==> src/rtl/case_run_tracker.sv <==
// Groups consecutive upper-case characters into runs and emits one {len, first, sat} record per run.
// Optional classifier cross-check enabled by defining CASE_RUN_TRACKER_CHECK_EN.
module case_run_tracker #(
  parameter int LEN_W = 8,
  parameter int CNT_W = 16
) (
  input  logic             clk,
  input  logic             rst_n,
  input  logic             in_valid,
  output logic             in_ready,
  input  logic [7:0]       in_char,
  input  logic             in_upper,
  input  logic             in_last,
  output logic             out_valid,
  input  logic             out_ready,
  output logic [LEN_W-1:0] out_len,
  output logic [7:0]       out_first,
  output logic             out_sat,
  output logic [CNT_W-1:0] run_count,
  output logic             err
);

  typedef enum logic [0:0] {
    IDLE = 1'b0,
    RUN  = 1'b1
  } state_t;

  state_t             state_r;
  state_t             state_nxt_s;
  logic [LEN_W-1:0]   len_r;
  logic [LEN_W-1:0]   len_nxt_s;
  logic [7:0]         first_r;
  logic [7:0]         first_nxt_s;
  logic               sat_r;
  logic               sat_nxt_s;

  logic               emit_s;
  logic [LEN_W-1:0]   emit_len_s;
  logic [7:0]         emit_first_s;
  logic               emit_sat_s;

  logic               out_valid_r;
  logic [LEN_W-1:0]   out_len_r;
  logic [7:0]         out_first_r;
  logic               out_sat_r;
  logic [CNT_W-1:0]   run_count_r;

  logic               accept_s;
  logic               out_accept_s;
  logic               len_max_s;
  logic [LEN_W-1:0]   len_inc_s;
  logic               sat_inc_s;

  // No character is taken while a record is pending, so accepts never overlap.
  assign in_ready     = !out_valid_r;
  assign accept_s     = in_valid && !out_valid_r;
  assign out_accept_s = out_valid_r && out_ready;

  assign len_max_s = (len_r == {LEN_W{1'b1}});
  assign len_inc_s = len_max_s ? len_r : (len_r + LEN_W'(1'b1));
  assign sat_inc_s = sat_r | len_max_s;

  // FSM state register
  always_ff @(posedge clk or negedge rst_n) begin
    if (!rst_n) begin
      state_r <= IDLE;
    end else begin
      state_r <= state_nxt_s;
    end
  end

  // FSM next-state decode
  always_comb begin
    state_nxt_s = state_r;
    case (state_r)
      IDLE: begin
        if (accept_s && in_upper && !in_last) begin
          state_nxt_s = RUN;
        end else begin
          state_nxt_s = IDLE;
        end
      end
      RUN: begin
        if (accept_s && (!in_upper || in_last)) begin
          state_nxt_s = IDLE;
        end else begin
          state_nxt_s = RUN;
        end
      end
      default: state_nxt_s = IDLE;
    endcase
  end

  // FSM outputs: next run registers and the record to emit
  always_comb begin
    len_nxt_s    = len_r;
    first_nxt_s  = first_r;
    sat_nxt_s    = sat_r;
    emit_s       = 1'b0;
    emit_len_s   = len_r;
    emit_first_s = first_r;
    emit_sat_s   = sat_r;
    case (state_r)
      IDLE: begin
        if (accept_s && in_upper) begin
          if (in_last) begin
            emit_s       = 1'b1;
            emit_len_s   = LEN_W'(1'b1);
            emit_first_s = in_char;
            emit_sat_s   = 1'b0;
          end else begin
            len_nxt_s    = LEN_W'(1'b1);
            first_nxt_s  = in_char;
            sat_nxt_s    = 1'b0;
          end
        end else begin
          emit_s = 1'b0;
        end
      end
      RUN: begin
        if (accept_s) begin
          if (in_upper) begin
            len_nxt_s = len_inc_s;
            sat_nxt_s = sat_inc_s;
            if (in_last) begin
              emit_s     = 1'b1;
              emit_len_s = len_inc_s;
              emit_sat_s = sat_inc_s;
            end else begin
              emit_s = 1'b0;
            end
          end else begin
            // The terminating lower-case character is not part of the run.
            emit_s = 1'b1;
          end
        end else begin
          emit_s = 1'b0;
        end
      end
      default: begin
        emit_s = 1'b0;
      end
    endcase
  end

  // Open-run registers
  always_ff @(posedge clk or negedge rst_n) begin
    if (!rst_n) begin
      len_r   <= '0;
      first_r <= 8'h00;
      sat_r   <= 1'b0;
    end else begin
      len_r   <= len_nxt_s;
      first_r <= first_nxt_s;
      sat_r   <= sat_nxt_s;
    end
  end

  // Single-entry output record; fields only load on emit so they hold while pending
  always_ff @(posedge clk or negedge rst_n) begin
    if (!rst_n) begin
      out_valid_r <= 1'b0;
      out_len_r   <= '0;
      out_first_r <= 8'h00;
      out_sat_r   <= 1'b0;
    end else if (emit_s) begin
      out_valid_r <= 1'b1;
      out_len_r   <= emit_len_s;
      out_first_r <= emit_first_s;
      out_sat_r   <= emit_sat_s;
    end else if (out_accept_s) begin
      out_valid_r <= 1'b0;
    end
  end

  // Count of records taken by the consumer, wrapping naturally
  always_ff @(posedge clk or negedge rst_n) begin
    if (!rst_n) begin
      run_count_r <= '0;
    end else if (out_accept_s) begin
      run_count_r <= run_count_r + CNT_W'(1'b1);
    end
  end

  assign out_valid = out_valid_r;
  assign out_len   = out_len_r;
  assign out_first = out_first_r;
  assign out_sat   = out_sat_r;
  assign run_count = run_count_r;

`ifdef CASE_RUN_TRACKER_CHECK_EN
  logic err_r;

  function automatic logic class_mismatch(input logic [7:0] c, input logic up);
    return (up != ~c[5]);
  endfunction

  // Sticky flag for a classifier tag that disagrees with the character
  always_ff @(posedge clk or negedge rst_n) begin
    if (!rst_n) begin
      err_r <= 1'b0;
    end else if (accept_s && class_mismatch(in_char, in_upper)) begin
      err_r <= 1'b1;
    end
  end

  assign err = err_r;

  case_run_tracker_chk u_chk (
    .clk      (clk),
    .rst_n    (rst_n),
    .accept   (accept_s),
    .in_char  (in_char),
    .in_upper (in_upper)
  );
`else
  assign err = 1'b0;
`endif

endmodule

`ifdef CASE_RUN_TRACKER_CHECK_EN
module case_run_tracker_chk (
  input logic       clk,
  input logic       rst_n,
  input logic       accept,
  input logic [7:0] in_char,
  input logic       in_upper
);
  // Flag any accepted character whose upper-case tag disagrees with bit 5
  always @(posedge clk) begin
    if (rst_n && accept) begin
      assert (in_upper == ~in_char[5])
        else $error("case_run_tracker: in_upper=%0b disagrees with in_char=%02h", in_upper, in_char);
    end
  end
endmodule
`endif
==> config.mk <==
export PLATFORM = sky130hd
export DESIGN_NAME = case_run_tracker
export DESIGN_NICKNAME = d
export VERILOG_FILES = /design/src/rtl/case_run_tracker.sv
export SDC_FILE = /design/constraint.sdc
export NUM_CORES = 1
export LEC_CHECK = 0
export BUFFER_PORTS_ARGS = -buffer_cell sky130_fd_sc_hd__buf_2
export CORE_ASPECT_RATIO = 0.5
export CORE_MARGIN = 2
export CORE_UTILIZATION = 38
export CTS_CLUSTER_SIZE = 24
export DETAILED_ROUTE_END_ITERATION = 7
export PLACE_DENSITY = 0.61
export SLEW_MARGIN = 20
export SYNTH_ARGS = -nofsm -noshare
export SYNTH_HDL_FRONTEND = slang
export SYNTH_SLANG_ARGS = --single-unit
==> constraint.sdc <==
create_clock -name clk -period 1.4 [get_ports clk]
set_input_delay 0 -clock clk [delete_from_list [all_inputs] [get_ports clk]]
set_output_delay 0 -clock clk [all_outputs]
set_load 0.05 [all_outputs]
# After elaboration in Yosys (flattened, before gate mapping)
# Cells that the tools add are included.
[op_classes]
n_reduce_logical = 12
eq_ne = 5
n_bitwise = 3
n_mux = 36
addsub = 2
[ops]
columns = ["operator", "n"]
rows = [
  ["$mux W8", 13],
  ["$pmux W8 S2", 2],
  ["$mux W1", 17],
  ["$add A16 B1 Y16 const B", 1],
  ["$add A8 B1 Y8 const B", 1],
  ["$eq A8 B8 Y1 const B", 1],
  ["$pmux W1 S2", 4],
  ["$ne A2 B2 Y1 const B", 3],
  ["$logic_and A1 B1 Y1", 5],
  ["$reduce_and A4 Y1", 1],
  ["$logic_not A1 Y1", 3],
  ["$reduce_and A3 Y1", 1],
  ["$ne A2 B1 Y1 const B", 1],
  ["$not A1 Y1", 2],
  ["$reduce_bool A2 Y1", 1],
  ["$logic_or A1 B1 Y1", 1],
  ["$or A1 B1 Y1", 1],
]
[totals]
output_inout_bits = 36
input_bits = 14
reg_bits = 52
word_cells = 67

# Longest topological paths before layout
# Gate-level depths: netlist of run 1.
[depth]
ltp_word = 6
ltp_mapped = 6
ltp_nobuf = 5

# Worst setup path after synthesis of run 1
# No wires, ideal clock.
[synth_timing]
path_kind = "register to register"
from = "reg out_valid_r (netlist: out_valid)"
to = "reg first_r[0]"
path_buffers = 0
stages_incl_launch_ff = 4
arrival_time_ns = 1.574
path_slack_ns = -0.298
synth_period_minus_slack_ns = 1.698
required_ns = 1.275
path_cell_list = "dfrtp_1 -> nand3b_4 -> nor3_4 -> mux2_2"
[synth_between]
elab_chain_cells = 4
[synth_rtl]
columns = ["item", "line", "source"]
rows = [
  ["from (decl)", "42", "logic out_valid_r;"],
  ["from (signal assigned)", "162", "out_valid_r <= 1'b0;"],
  ["from (signal assigned)", "167", "out_valid_r <= 1'b1;"],
  ["from (signal assigned)", "172", "out_valid_r <= 1'b0;"],
  ["$logic_not A1 Y1", "56", "assign accept_s = in_valid && !out_valid_r;"],
  ["$logic_and A1 B1 Y1", "56", ""],
  ["$logic_and A1 B1 Y1", "105", "if (accept_s && in_upper) begin"],
  ["$reduce_and A3 Y1 (no source line)", "-", ""],
  ["to (signal assigned)", "154", "first_r <= first_nxt_s;"],
  ["to (decl)", "32", "logic [7:0] first_r;"],
]
# No other way between the ends.
# A chain may end at the register's enable or synchronous reset.

# Final worst setup path of run 1
# Same ends and word-level chain as after synthesis.

==> metrics.yaml, run 1 <==
pwr:
  p_leak_nw: 1.785
  p_per_area_nw_per_um2: 1598
  worst_ir_drop_vdd_mv: 0.6996
clock_network:
  clk_path_buf_depth: 2
  cts_buffers: 5
  ctsHtreeMaxLevel: 2
  cts_tree: "yes"
  cts_root_buf: "clkbuf_16"
  clk_pin_slew_ns: 0.07
  cts_sinks: 52
  clkLatencyLatePin_ns: 0.29
grt:
  track_usage: 0.1814
  grt_first_pass_wirelength_mm: 10.92
  grt_pass1_vias: 2233
  overflow: 0
  antenna_found_initial: 0
  grt_max_degree: 53
worst_setup_path:
  r2r_cells: 4
  path_cells: "nand3b_4, nor3_4, buf_12, mux2_4"
  worst_setup_path_start_kind: "flop"
  critPathSlowestCell: "dfrtp_2"
  rr_endpoint: "first_r[0]"
  arrival_ns: 1.62
  critPathTopFamily: "flip-flops"
  worstSetupStartpoint: "out_valid"
  r2r_slack_ns: -0.05
  cp_max_fo: 9
  timing.critical_path.buf_inv: 1
  crit_type: "flop to flop"
  end_kind: "flop"
  max_stage_delay_ns: 0.44
  r2r_start: "out_valid"
  critical_path_required_ns: 1.57
sta:
  setup-violations-final: 14
  fin_hold_ws_ns: 0.08257
  period_needed_ns: 1.449
  slew_violations: 0
  fin_crit_sh: 1.035
  clock_skew_ns: 0.003752
  final.setup.tns_ns: -0.4345
  final_hold_viol_count: 0
  rsz0062_at_grt: "true"
  fmax_ghz: 0.6902
  fin_ws_ns: -0.04881
final_layout:
  syn2layout_area_growth_pct: 50.02
  final_net_count: 367
  fillerInstances: 533
  final_area_um2: 3899
  drive_gt1_frac: 0.4915
  finalNonFillerCells: 444
  diodes: 0
  final_common_cell: "buf_2"
  multi_input_area_um2: 1458
  regArea_um2: 1318
  final_cell_mix: "48 x buf_2, 46 x buf_4, 39 x dfrtp_1"
detailed_routing:
  via_per_inst: 5.101
  drc: 0
  drt-pass1-iter-count: 4
  routedWlPerCell_um: 15.24
  vias: 2265
  finalWirelength_mm: 6.766
  drt_iter0_markers: 141
  final_antenna_net_count: 0
floorplanning:
  die_w_um: 121.0
  ios: 50
  rows: 21
  die_area_um2: 7556
  start_util: 0.3909
  core_area_um2: 6648
  die-height_um: 62.48
logic_synthesis:
  syn_inst: 243
  ys_types: 48
  ys_seq_area_frac: 0.5007
  avgSynthCellArea_um2: 10.69
  synthArstFlopShare: 1.000
  syn-num-nets: 259
  synth_edf_count: 0
  netlist_area_um2: 2599
  ys_ff_latch: 52
  ys_dominant_reg_cell: "dfrtp_1"
  ys_warn_count: 0
worst_hold_path:
  whs_path_depth: 2
  hp-start: "in_last"
  hold_path.class: "input pin to flop"
  hold_end: "state_r"
outcome:
  run_status: "complete, but fails checks"
  violations: "negative setup slack"
flow_run:
  maxCapViolCount: 0
placement:
  io_buffer_count: 48
  dpl_cell_area_um2: 3352
  dpl.hpwl_mm: 4.603
  place_inst: 417
  gp_congestion: 0.8782
-- Yosys cell counts, drive strengths merged (2+ instances only) --
master	n	area (um2)
a2bb2oi	4	35.03
a21oi	18	90.09
nor2b	2	12.51
and3	4	25.02
nor3	6	46.30
o21ai	9	45.04
a211oi	4	30.03
and2	3	18.77
nor2	22	92.59
or3	2	12.51
xnor2	12	105.1
nand4b	2	23.77
o22ai	4	25.02
mux2	9	101.4
a31oi	3	18.77
nand2	13	51.30
nand4	5	31.28
nand2b	4	25.02
nand3	14	70.07
buf	9	55.05
mux2i	12	120.1
ha	2	25.02
clkbuf	2	8.750
o2111ai	2	17.52
and4	6	52.55
inv	2	7.510
xor2	5	43.79
dfrtp	52	1301
-- how the worst max path moves through the flow --
stage                      end  slack (ns)  cells past startpoint
floorplan           first_r[0]       -0.17                      3
global placement      len_r[0]       -0.03                      5
detailed placement  out_len[5]       -0.08                      6
CTS                 out_len[5]       -0.03                      6
global route        out_len[1]       -0.14                      5
finish              first_r[0]       -0.05                      4
-- flip-flops by register name, indices dropped and copies added (netlist names) --
register,count
run_count,16
first_r,8
len_r,8
out_first,8
out_len,8
out_sat,1
out_valid,1
sat_r,1
state_r,1
-- cells by family after synthesis --
| family | share of synthesized area |
|---|---|
| multiplexers | 0.08522 |
| AND/OR/NAND/NOR | 0.1960 |
| XOR/XNOR | 0.05729 |
| other | 0.001443 |
| adder cells (fa/ha/maj) | 0.009628 |
| AO/OA/AOI/OAI | 0.1223 |
| buffers and inverters | 0.02744 |
| flip-flops | 0.5007 |
-- worst reg2reg max path, cell delays in order (launching register included) --
cell and delay [ns]:
dfrtp_2 0.44, nand3b_4 0.20, nor3_4 0.21, buf_12 0.17, mux2_4 0.31
-- layout make-up --
type | instances | area share
Multi-Input combinational cell | 178 | 0.3739
Sequential cell | 52 | 0.3379
Timing Repair Buffer | 112 | 0.2137
Clock buffer | 6 | 0.03306
Tap cell | 92 | 0.02952
Clock inverter | 2 | 0.009949
Inverter | 2 | 0.001926
-- where the power goes --
part	total, W	internal [W]	switching [W]
Clock	0.00140	0.000852	0.000550
Sequential	0.00223	0.00189	0.000344
Combinational	0.00260	0.00100	0.00159
-- per-layer routing --
layer	global-route usage	part of all wire	up-vias
li1	-	-	1106
met1	0.2484	0.47	1112
met2	0.3013	0.48	40
met3	0.03558	0.036	7
met4	0.03634	0.0084	0
met5	0	0	-
-- stage by stage --
step	utilization	setup WS, ns	power [W]
finish	0.5865	-0.04881	0.006232
floorplan	-	-0.1713	0.003807
detailed placement	0.5042	-0.08393	0.004592
global placement	0.5042	-0.03106	0.004513
global route	0.5865	-0.1406	0.006594
CTS	0.5584	-0.03381	0.006089
-- repair_timing --
action / in CTS / in global routing
resized for setup: 20 / 33
pin swaps: 1 / 12
hold endpoints to repair: 61 / 0
hold buffers: 10 / 0
endpoints found under the setup margin: 29 / 40
buffers inserted: 2 / 6
cloned: 0 / 1
(Power assumes the default switching activity.)
==> inputs of run 2 (changes only) <==
==> config.mk (replaced) <==
export PLATFORM = sky130hd
export DESIGN_NAME = case_run_tracker
export DESIGN_NICKNAME = d
export VERILOG_FILES = /design/src/rtl/case_run_tracker.sv
export SDC_FILE = /design/constraint.sdc
export NUM_CORES = 1
export LEC_CHECK = 0
export ABC_CLOCK_PERIOD_IN_PS = 1400
export CORE_ASPECT_RATIO = 0.5
export CORE_MARGIN = 2
export CORE_UTILIZATION = 38
export CTS_CLUSTER_SIZE = 24
export DETAILED_ROUTE_END_ITERATION = 7
export DONT_BUFFER_PORTS = 1
export PLACE_DENSITY = 0.54
export SYNTH_ARGS = -nofsm -noshare
export SYNTH_HDL_FRONTEND = slang
export SYNTH_SLANG_ARGS = --single-unit
==> run 2 against run 1 <==
Against the previous run:
- the run ends with negative hold slack, negative setup slack left
- sequential power fell by 2%
- via count is 1.1% higher
- sequential share of layout area fell by 0.48 points
- setup slack got worse by 0.029 ns
- clock-buffer cell count unchanged
- sequential cell count unchanged
- wire length rose by 7.7%
- core utilization up 0.79 points
- clock skew barely moved
- first-iteration DRC count is 55% lower
- critical path depth did not move
- worst hold slack worse by 0.087 ns
- critical path type unchanged
- critical endpoint is now first_r[3]
==> metrics.yaml, run 2 (same netlist as run 1, synthesis figures left out) <==
sta:
  fin_hold_ws_ns: -0.004095  # -0.08666 ns
  fmax_ghz: 0.6766  # -2.0%
  rsz0062_at_grt: "true"
  fin_crit_sh: 1.056  # +0.02088
  fin_ws_ns: -0.07804  # -0.02923 ns
  clock_skew_ns: 0.004248  # +0.0004968 ns
  final.setup.tns_ns: -0.7613  # -0.3268 ns
  final_hold_viol_count: 1  # +1
  setup-violations-final: 14  # unchanged
  period_needed_ns: 1.478  # +0.02923 ns
  slew_violations: 0  # unchanged
floorplanning:
  start_util: 0.3909  # unchanged
  die_area_um2: 7556  # unchanged
  ios: 50  # unchanged
  die_w_um: 121.0  # unchanged
  rows: 21  # unchanged
  core_area_um2: 6648  # unchanged
  die-height_um: 62.48  # unchanged
flow_run:
  maxCapViolCount: 0  # unchanged
detailed_routing:
  final_antenna_net_count: 0  # unchanged
  routedWlPerCell_um: 17.06  # +12%
  finalWirelength_mm: 7.286  # +7.7%
  via_per_inst: 5.365  # +5.2%
  drt-pass1-iter-count: 4  # unchanged
  drc: 0  # unchanged
  vias: 2291  # +1.1%
  drt_iter0_markers: 63  # -55%
grt:
  track_usage: 0.1928  # +0.01139
  grt_first_pass_wirelength_mm: 11.67  # +6.9%
  antenna_found_initial: 0  # unchanged
  overflow: 0  # unchanged
  grt_pass1_vias: 2381  # +6.6%
  grt_max_degree: 53  # unchanged
final_layout:
  diodes: 0  # unchanged
  syn2layout_area_growth_pct: 52.05
  final_area_um2: 3951  # +1.3%
  final_common_cell: "buf_4"
  largest_register_ffs: 16  # unchanged
  final_cell_mix: "69 x buf_4, 40 x dfrtp_1, 16 x nor2_1"
  drive_gt1_frac: 0.4657  # -0.02581
  final_net_count: 350  # -4.6%
worst_setup_path:
  r2r_start: "out_valid"
  cp_max_fo: 9  # unchanged
  critical_path_required_ns: 1.57  # about the same
  worst_setup_path_start_kind: "flop"
  r2r_slack_ns: -0.08  # -0.03 ns
  r2r_cells: 4  # unchanged
  rr_endpoint: "first_r[3]"
  end_kind: "flop"
  timing.critical_path.buf_inv: 1  # unchanged
  arrival_ns: 1.65  # +0.03 ns
  crit_type: "flop to flop"
  max_stage_delay_ns: 0.47  # +0.03 ns
  critPathTopFamily: "flip-flops"
  critPathSlowestCell: "dfrtp_2"
  path_cells: "nand3b_4, nor3_4, buf_12, mux2_4"
placement:
  dpl_cell_area_um2: 3317  # -1.0%
  dpl.hpwl_mm: 4.736  # +2.9%
  gp_congestion: 0.8484  # -3.4%
  io_buffer_count: 0  # -100%
worst_hold_path:
  hp-start: "in_upper"
  hold_path.class: "input pin to flop"
  hold_end: "len_r[7]"
  whs_path_depth: 3  # +1
clock_network:
  cts_tree: "yes"
  clk_path_buf_depth: 2  # unchanged
  ctsHtreeMaxLevel: 2  # unchanged
  cts_root_buf: "clkbuf_16"
  clk_pin_slew_ns: 0.07  # about the same
  cts_sinks: 52  # unchanged
  cts_buffers: 5  # unchanged
  clkLatencyLatePin_ns: 0.29  # about the same
pwr:
  p_leak_nw: 1.719  # -3.7%
  p_per_area_nw_per_um2: 1553  # -2.8%
  worst_ir_drop_vdd_mv: 0.6439  # -8.0%
outcome:
  violations: "negative hold slack, negative setup slack"
  run_status: "complete, but fails checks"
## run 2: power breakdown
group          switching [W]  internal, W
registers           0.000302      0.00189
logic                0.00164      0.00109
clock network       0.000550     0.000667
## run 2: area by class of cell
type	instances	area [um2]
Inverter	2	7.507
Clock inverter	2	16.27
Fill cell	546	2696
Sequential cell	52	1316
Tap cell	92	115.1
Clock buffer	6	128.9
Timing Repair Buffer	95	867.1
Multi-Input combinational cell	178	1500
## run 2: worst min-delay path, stage by stage
cell,delay (ns)
nand3_4,0.08
nor2_2,0.05
a2bb2oi_2,0.12
## run 2: worst max path at each step
stage	endpoint	from	cells past startpoint
2_1_floorplan	first_r[0]	out_valid	3
3_3_place_gp	len_r[1]	out_valid	5
3_5_place_dp	len_r[1]	out_valid	5
4_1_cts	first_r[7]	out_valid	4
5_1_grt	out_len[5]	len_r[0]	5
6_report	first_r[3]	out_valid	4
## run 2: timing repair
action | CTS | global route
gates resized for setup | 23 | 40
pin swaps | 0 | 19
hold buffers | 12 | 2
setup endpoints to repair | 33 | 36
setup buffers | 3 | 3
hold endpoints to repair | 73 | 3
cloned | 1 | 0
## run 2: through the flow
step | instances | utilization | worst slack (ns) | power (W)
3_5_place_dp | 398 | 0.4990 | -0.1343 | 0.004630
4_1_cts | 422 | 0.5618 | -0.06450 | 0.006005
2_1_floorplan | 243 | - | -0.1713 | 0.003807
5_1_grt | 427 | 0.5944 | -0.1463 | 0.006414
6_report | 427 | 0.5944 | -0.07804 | 0.006136
3_3_place_gp | 398 | 0.4990 | -0.1160 | 0.004573
## run 2: routing by layer
metal,share of wire,GRT usage
met3,0.050,0.05292
met2,0.51,0.3251
met4,0.0089,0.03488
met1,0.43,0.2519
met5,0,0
